$ cat src/rtl/qpel_mc_if.sv
// Bundle of control, reference-row and predicted-row signals for the quarter-pel
// motion compensator; the driver side uses master, the compensator uses slave.
interface qpel_mc_if #(
   parameter int BLK = 4,
   parameter int PW  = 8
);
   logic                    start;
   logic [1:0]              frac_x;
   logic [1:0]              frac_y;
   logic                    ref_valid;
   logic                    ref_ready;
   logic [(BLK+1)*PW-1:0]   ref_row;
   logic                    pred_valid;
   logic                    pred_ready;
   logic [BLK*PW-1:0]       pred_row;
   logic                    busy;
   logic                    done;

   modport master (
      output start, frac_x, frac_y, ref_valid, ref_row, pred_ready,
      input  ref_ready, pred_valid, pred_row, busy, done
   );

   modport slave (
      input  start, frac_x, frac_y, ref_valid, ref_row, pred_ready,
      output ref_ready, pred_valid, pred_row, busy, done
   );
endinterface

$ cat src/rtl/qpel_mc.sv
// Quarter-pel motion compensator: bilinear interpolation of BLK+1 streamed
// reference rows into BLK predicted rows, one row per cycle under valid/ready.
module qpel_mc #(
   parameter int BLK = 4,
   parameter int PW  = 8
) (
   input  logic      clk,
   input  logic      rst,
   qpel_mc_if.slave  mc
);
   localparam int RW = (BLK + 1) * PW;
   localparam int OW = BLK * PW;
   localparam int CW = $clog2(BLK + 1);

   typedef enum logic [2:0] {S_IDLE, S_LOAD0, S_STREAM, S_DRAIN, S_DONE} state_t;

   state_t          state_q, state_d;
   logic [1:0]      frac_x_q, frac_x_d, frac_y_q, frac_y_d;
   logic [CW-1:0]   cnt_q, cnt_d;
   logic [RW-1:0]   prev_q, prev_d;
   logic [OW-1:0]   pred_q, pred_d;
   logic            pred_valid_q, pred_valid_d;
   logic            ref_ready;
   logic            pred_xfer;
   logic [2:0]      inv_x, inv_y;
   logic [4:0]      w_a, w_b, w_c, w_d;
   logic [12:0]     acc;
   logic [OW-1:0]   interp_row;

   assign inv_x = 3'd4 - {1'b0, frac_x_q};
   assign inv_y = 3'd4 - {1'b0, frac_y_q};
   assign w_a   = {2'b0, inv_x}    * {2'b0, inv_y};
   assign w_b   = {3'b0, frac_x_q} * {2'b0, inv_y};
   assign w_c   = {2'b0, inv_x}    * {3'b0, frac_y_q};
   assign w_d   = {3'b0, frac_x_q} * {3'b0, frac_y_q};

   // Row above is prev_q, row below is the incoming ref_row; weights sum to 16.
   always_comb begin
      acc        = '0;
      interp_row = '0;
      for (int c = 0; c < BLK; c++) begin
         acc = 13'(w_a) * 13'(prev_q[c*PW +: PW])
             + 13'(w_b) * 13'(prev_q[(c+1)*PW +: PW])
             + 13'(w_c) * 13'(mc.ref_row[c*PW +: PW])
             + 13'(w_d) * 13'(mc.ref_row[(c+1)*PW +: PW])
             + 13'd8;
         interp_row[c*PW +: PW] = PW'(acc >> 4);
      end
   end

   assign pred_xfer = pred_valid_q & mc.pred_ready;

   // NOTE: every output of this block gets a default before the case, so no path leaves one unassigned and no latch is inferred.
   always_comb begin
      state_d      = state_q;
      frac_x_d     = frac_x_q;
      frac_y_d     = frac_y_q;
      cnt_d        = cnt_q;
      prev_d       = prev_q;
      pred_d       = pred_q;
      pred_valid_d = pred_valid_q;
      ref_ready    = 1'b0;
      if (pred_xfer)
         pred_valid_d = 1'b0;
      case (state_q)
         S_IDLE: begin
            if (mc.start) begin
               frac_x_d = mc.frac_x;
               frac_y_d = mc.frac_y;
               cnt_d    = '0;
               state_d  = S_LOAD0;
            end
         end
         S_LOAD0: begin
            ref_ready = 1'b1;
            if (mc.ref_valid) begin
               prev_d  = mc.ref_row;
               state_d = S_STREAM;
            end
         end
         S_STREAM: begin
            // Only accept a row when the output register is free or draining now.
            ref_ready = !pred_valid_q || mc.pred_ready;
            if (mc.ref_valid && ref_ready) begin
               pred_d       = interp_row;
               pred_valid_d = 1'b1;
               prev_d       = mc.ref_row;
               cnt_d        = cnt_q + 1'b1;
               if (cnt_q == CW'(BLK - 1))
                  state_d = S_DRAIN;
            end
         end
         S_DRAIN: begin
            if (pred_xfer)
               state_d = S_DONE;
         end
         S_DONE:  state_d = S_IDLE;
         default: state_d = S_IDLE;
      endcase
   end

   // NOTE: sequential state uses non-blocking assignments so every register samples pre-edge values.
   // NOTE: the row registers are reset as well, since pred_row must read zero after reset.
   always_ff @(posedge clk) begin
      if (!rst) begin
         state_q      <= S_IDLE;
         frac_x_q     <= '0;
         frac_y_q     <= '0;
         cnt_q        <= '0;
         prev_q       <= '0;
         pred_q       <= '0;
         pred_valid_q <= 1'b0;
      end else begin
         state_q      <= state_d;
         frac_x_q     <= frac_x_d;
         frac_y_q     <= frac_y_d;
         cnt_q        <= cnt_d;
         prev_q       <= prev_d;
         pred_q       <= pred_d;
         pred_valid_q <= pred_valid_d;
      end
   end

   assign mc.ref_ready  = ref_ready;
   assign mc.pred_valid = pred_valid_q;
   assign mc.pred_row   = pred_q;
   assign mc.busy       = (state_q == S_LOAD0) || (state_q == S_STREAM) || (state_q == S_DRAIN);
   assign mc.done       = (state_q == S_DONE);
endmodule

$ cat src/flat_wrapper.sv
// flat-port wrapper written by rule: the top's interface ports become plain ports
module qpel_mc_flat 
#(
   parameter int BLK = 4,
   parameter int PW  = 8
)
  (clk, rst, mc_start, mc_frac_x, mc_frac_y, mc_ref_valid, mc_ref_row, mc_pred_ready, mc_ref_ready, mc_pred_valid, mc_pred_row, mc_busy, mc_done);
  qpel_mc_if #(.BLK(BLK), .PW(PW)) mc_i ();
  input  logic clk;
  input  logic rst;
  input wire logic [$bits(mc_i.start)-1:0] mc_start;
  input wire logic [$bits(mc_i.frac_x)-1:0] mc_frac_x;
  input wire logic [$bits(mc_i.frac_y)-1:0] mc_frac_y;
  input wire logic [$bits(mc_i.ref_valid)-1:0] mc_ref_valid;
  input wire logic [$bits(mc_i.ref_row)-1:0] mc_ref_row;
  input wire logic [$bits(mc_i.pred_ready)-1:0] mc_pred_ready;
  output wire logic [$bits(mc_i.ref_ready)-1:0] mc_ref_ready;
  output wire logic [$bits(mc_i.pred_valid)-1:0] mc_pred_valid;
  output wire logic [$bits(mc_i.pred_row)-1:0] mc_pred_row;
  output wire logic [$bits(mc_i.busy)-1:0] mc_busy;
  output wire logic [$bits(mc_i.done)-1:0] mc_done;
  assign mc_i.start = mc_start;
  assign mc_i.frac_x = mc_frac_x;
  assign mc_i.frac_y = mc_frac_y;
  assign mc_i.ref_valid = mc_ref_valid;
  assign mc_i.ref_row = mc_ref_row;
  assign mc_i.pred_ready = mc_pred_ready;
  assign mc_ref_ready = mc_i.ref_ready;
  assign mc_pred_valid = mc_i.pred_valid;
  assign mc_pred_row = mc_i.pred_row;
  assign mc_busy = mc_i.busy;
  assign mc_done = mc_i.done;
  qpel_mc #(.BLK(BLK), .PW(PW)) u_core (.clk(clk), .rst(rst), .mc(mc_i));
endmodule
$ cat config.mk
export PLATFORM = sky130hd
export DESIGN_NAME = qpel_mc_flat
export DESIGN_NICKNAME = d
export VERILOG_FILES = /design/src/rtl/qpel_mc_if.sv /design/src/rtl/qpel_mc.sv /design/src/flat_wrapper.sv
export SDC_FILE = /design/constraint.sdc
export NUM_CORES = 1
export LEC_CHECK = 0
export ABC_CLOCK_PERIOD_IN_PS = 10100
export CAP_MARGIN = 0
export CORE_MARGIN = 1
export CORE_UTILIZATION = 55
export CTS_CLUSTER_SIZE = 12
export DETAILED_ROUTE_END_ITERATION = 10
export PLACE_DENSITY = 0.76
export REMOVE_ABC_BUFFERS = 1
export SLEW_MARGIN = 20
export SYNTH_ARGS = -nofsm -noshare
export SYNTH_HDL_FRONTEND = slang
export SYNTH_SLANG_ARGS = --single-unit
$ cat constraint.sdc
create_clock -name clk -period 10.1 [get_ports clk]
set_input_delay 1.01 -clock clk [delete_from_list [all_inputs] [get_ports clk]]
set_output_delay 1.01 -clock clk [all_outputs]
set_load 0.02 [all_outputs]
==> flow_summary_export.csv <==
group,metric,value,unit
placed_design,place_area,23700,sq um
sta,relSlewSlack,29.5,%
grt,grt_first_pass_wirelength,95100,microns
pwr,p_sw_share,43.4,%
worst_setup_path,end_kind,"flip-flop",
finish,syn2layout_area_growth,7.30,%
routing,vias,16454,
clock_network,clk_latency,0.40,ns
pwr,ir_worst_vdd,0.0738,mV
finish,nets,3238,
logic_synthesis,synth_edf_count,0,
die,die_w,204,microns
worst_setup_path,crit_required,10.38,ns
routing,drt_iter0_drc,1200,
die,die_y,204,microns
pwr,p_sw,0.000648,W
outcome,outcome,"finished clean",
routing,first_pass_iters,5,
sta,clock.fmax,113,MHz
sta,rsz0062_at_grt,"no",
finish,most-common-layout-cells,"646 x inv_1, 496 x fa_1, 337 x nand2_1, 299 x and2_1, 175 x ha_1",
worst_setup_path,crit_start,"u_core.frac_y_q[0]",
routing,wire_per_inst,19.3,microns
grt,antenna_found_initial,0,
logic_synthesis,netlist_instances,2511,
sta,min_period,8.89,ns
die,ios,85,
routing,drt-total-wl,58800,microns
logic_synthesis,synth_cell_types,45,
logic_synthesis,avgSynthCellArea,8.93,sq um
clock_network,numCtsBuffers,9,
finish,final_area,24000,sq um
placed_design,place_ws,1.37,ns
pwr,power_density,62.1,nW/um^2
hold_path,hold_path_class,"reg -> reg",
sta,timing.final.crit_share,88.0,%
sta,finalWorstSetupSlack,1.21,ns
pwr,p_int,0.000845,W
worst_setup_path,critPathSlowestCell,"xnor2_2",
hold_path,min_to,"u_core.mc.pred_row[13]",
grt,gr-total-overflow,0,
worst_setup_path,arrival,9.16,ns
sta,finClkSkew,0.0126,ns
die,core_area,40000,sq um
sta,timing.hold.ws,0.446,ns
hold_path,hold_start,"u_core.mc.pred_row[13]",
grt,grt_max_degree,57,
sta,slew_viol_final,0,
routing,vias_per_cell,5.40,
logic_synthesis,yosysSeqAreaShare,7.41,%
clock_network,clk_pin_slew_worst_paths,0.08,ns
finish,final_common_cell,"inv_1",
sta,worst_pin_slew,1.06,ns
worst_setup_path,critPathKind,"reg -> reg",
worst_setup_path,slowest_delay,0.83,ns
clock_network,postCtsSetupBuffers,0,
clock_network,clock_tree.buffer_depth,2,
finish,diodes,0,
clock_network,htreeDepth,3,
job,drv_cap,0,
die,die-area,41600,sq um
logic_synthesis,ys_seq_elements,83,
pwr,seqPwrFrac,24.6,%
placed_design,finalWeightedCongestion,0.913,
worst_setup_path,startpoint_type,"flip-flop",
logic_synthesis,synth_area,22400,sq um
grt,grt_usage,30.5,%
placed_design,place_hpwl,44500,microns
routing,final_antenna_net_count,0,
clock_network,cts_tree,"done",
clock_network,postCtsHoldBufs,0,
logic_synthesis,synth_warnings,0,
die,initial_core_util,56.0,%
grt,grt_pass1_vias,17645,
sta,tns,0,ns
pwr,p_leak,11.8,nW
worst_setup_path,r2r_setup_slack,1.21,ns
clock_network,clock_sinks,83,
sta,hold_viol,0,
placed_design,io_buffers,84,
logic_synthesis,ys_async_sr_fraction,0,%
clock_network,clockRootBuffer,"clkbuf_16",
logic_synthesis,yosys-top-cells-area,"fa_1 44%, inv_1 11%, ha_1 9.8%, and2_1 8.4%, dfxtp_1 7.4%",
routing,drc,0,
logic_synthesis,yosysTopAreaCellShare,44.3,%
clock_network,cts_resized,0,
pwr,clkPwrFrac,28.1,%
die,core.rowCount,73,
worst_setup_path,r2r_start,"u_core.frac_y_q[0]",
logic_synthesis,yosys.area.top_type,"fa_1",
sta,setup_viol,0,
pwr,comb_power_share,47.3,%
finish,drive_above_1_share,2.42,%
logic_synthesis,synth_flop_cell,"dfxtp_1",
hold_path,hold_depth,2,
finish,fillers,3383,
worst_setup_path,crit_fanout,17,
worst_setup_path,reg2reg_to,"u_core.mc.pred_row[31]",
worst_setup_path,reg2regPathDepth,31,
## layer usage
| layer | share of wire (%) | routed length [microns] | vias to the layer above | track usage [%] |
|---|---|---|---|---|
| met5 | 0 | 0 | - | 0 |
| met4 | 3.6 | 2100 | 0 | 11.0 |
| met3 | 9.9 | 5800 | 115 | 6.35 |
| met2 | 47 | 27400 | 773 | 48.5 |
| met1 | 40 | 23400 | 8336 | 41.2 |
| li1 | - | - | 7230 | - |
## cell usage after synthesis (2+ instances only)
cell and number:
nand2b_1 22, ha_1 176, and2_1 300, or3_1 2, nor2_1 19, o211a_1 3
inv_1 646, nand4_1 2, o21bai_1 3, fa_1 496, xnor2_1 61, a21oi_1 25
a31oi_1 3, nand4b_1 3, a21o_1 7, nor3b_1 4, o21ai_0 23, a21boi_0 4
nand2_1 337, nor4_1 3, and3_1 37, a41oi_2 3, buf_4 6, xor2_1 32
clkbuf_1 95, mux2i_1 4, buf_2 11, o21ai_1 14, dfxtp_1 83, nand3_1 12
a21boi_1 39, nor2b_1 21, nor3_1 3
## worst max-delay path, delay by kind of cell (launching register included)
kind                       cells  cell delay (ns)
buffers and inverters          9             0.98
AOI/OAI and AO/OA              4             0.83
xor gates and xnor gates       3             1.17
DFF                            1             0.32
and+or+nand+nor                4             0.76
adders and majority gates     11             4.67
## worst max-delay path by stage
stage                                   to
floorplan            u_core.mc.pred_row[7]
global placement    u_core.mc.pred_row[31]
detailed placement  u_core.mc.pred_row[31]
CTS                 u_core.mc.pred_row[31]
global route        u_core.mc.pred_row[31]
finish              u_core.mc.pred_row[31]
## sequential cells by signal, summed over array words and instances, names as in the netlist
register	count
u_core.prev_q	40
u_core.mc.pred_row	32
u_core.cnt_q	3
u_core.state_q	3
u_core.frac_x_q	2
u_core.frac_y_q	2
u_core.mc.pred_valid	1
## layout make-up
| cell class | count | area, sq um | share of cell area [%] |
|---|---|---|---|
| Sequential cell | 83 | 1660 | 6.91 |
| Inverter | 646 | 2420 | 10.1 |
| Clock buffer | 10 | 229 | 0.952 |
| Clock inverter | 6 | 114 | 0.473 |
| Multi-Input combinational cell | 1670 | 17900 | 74.5 |
| Tap cell | 525 | 657 | 2.73 |
| Timing Repair Buffer | 107 | 1050 | 4.36 |
## power groups by stage
stage / registers, W / logic, W / clock network [W]
floorplan: 0.000369 / 0.000445 / 0
global placement: 0.000373 / 0.000659 / 0
detailed placement: 0.000373 / 0.000694 / 0
CTS: 0.000366 / 0.000699 / 0.000423
global route: 0.000369 / 0.000785 / 0.000432
finish: 0.000367 / 0.000706 / 0.000419
## logic make-up (layout without fill, tap and decap cells)
logic type	after synthesis	count (layout)	share of synthesized area, %
AOI/OAI and AO/OA	130	130	4.08
xor gates and xnor gates	93	93	3.63
adders and majority gates	672	672	54.1
buffers and inverters	758	769	12.9
DFF	83	83	7.41
muxes	5	5	0.229
and+or+nand+nor	770	770	17.7
## stage by stage
stage          instances  power [W]  utilization, %
2_1_floorplan       2399   0.000814               -
3_3_place_gp        3029    0.00103            59.1
3_5_place_dp        3031    0.00107            59.3
4_1_cts             3047    0.00149            60.1
5_1_grt             3047    0.00159            60.1
6_report            3047    0.00149            60.1
(Power assumes the default switching activity.)
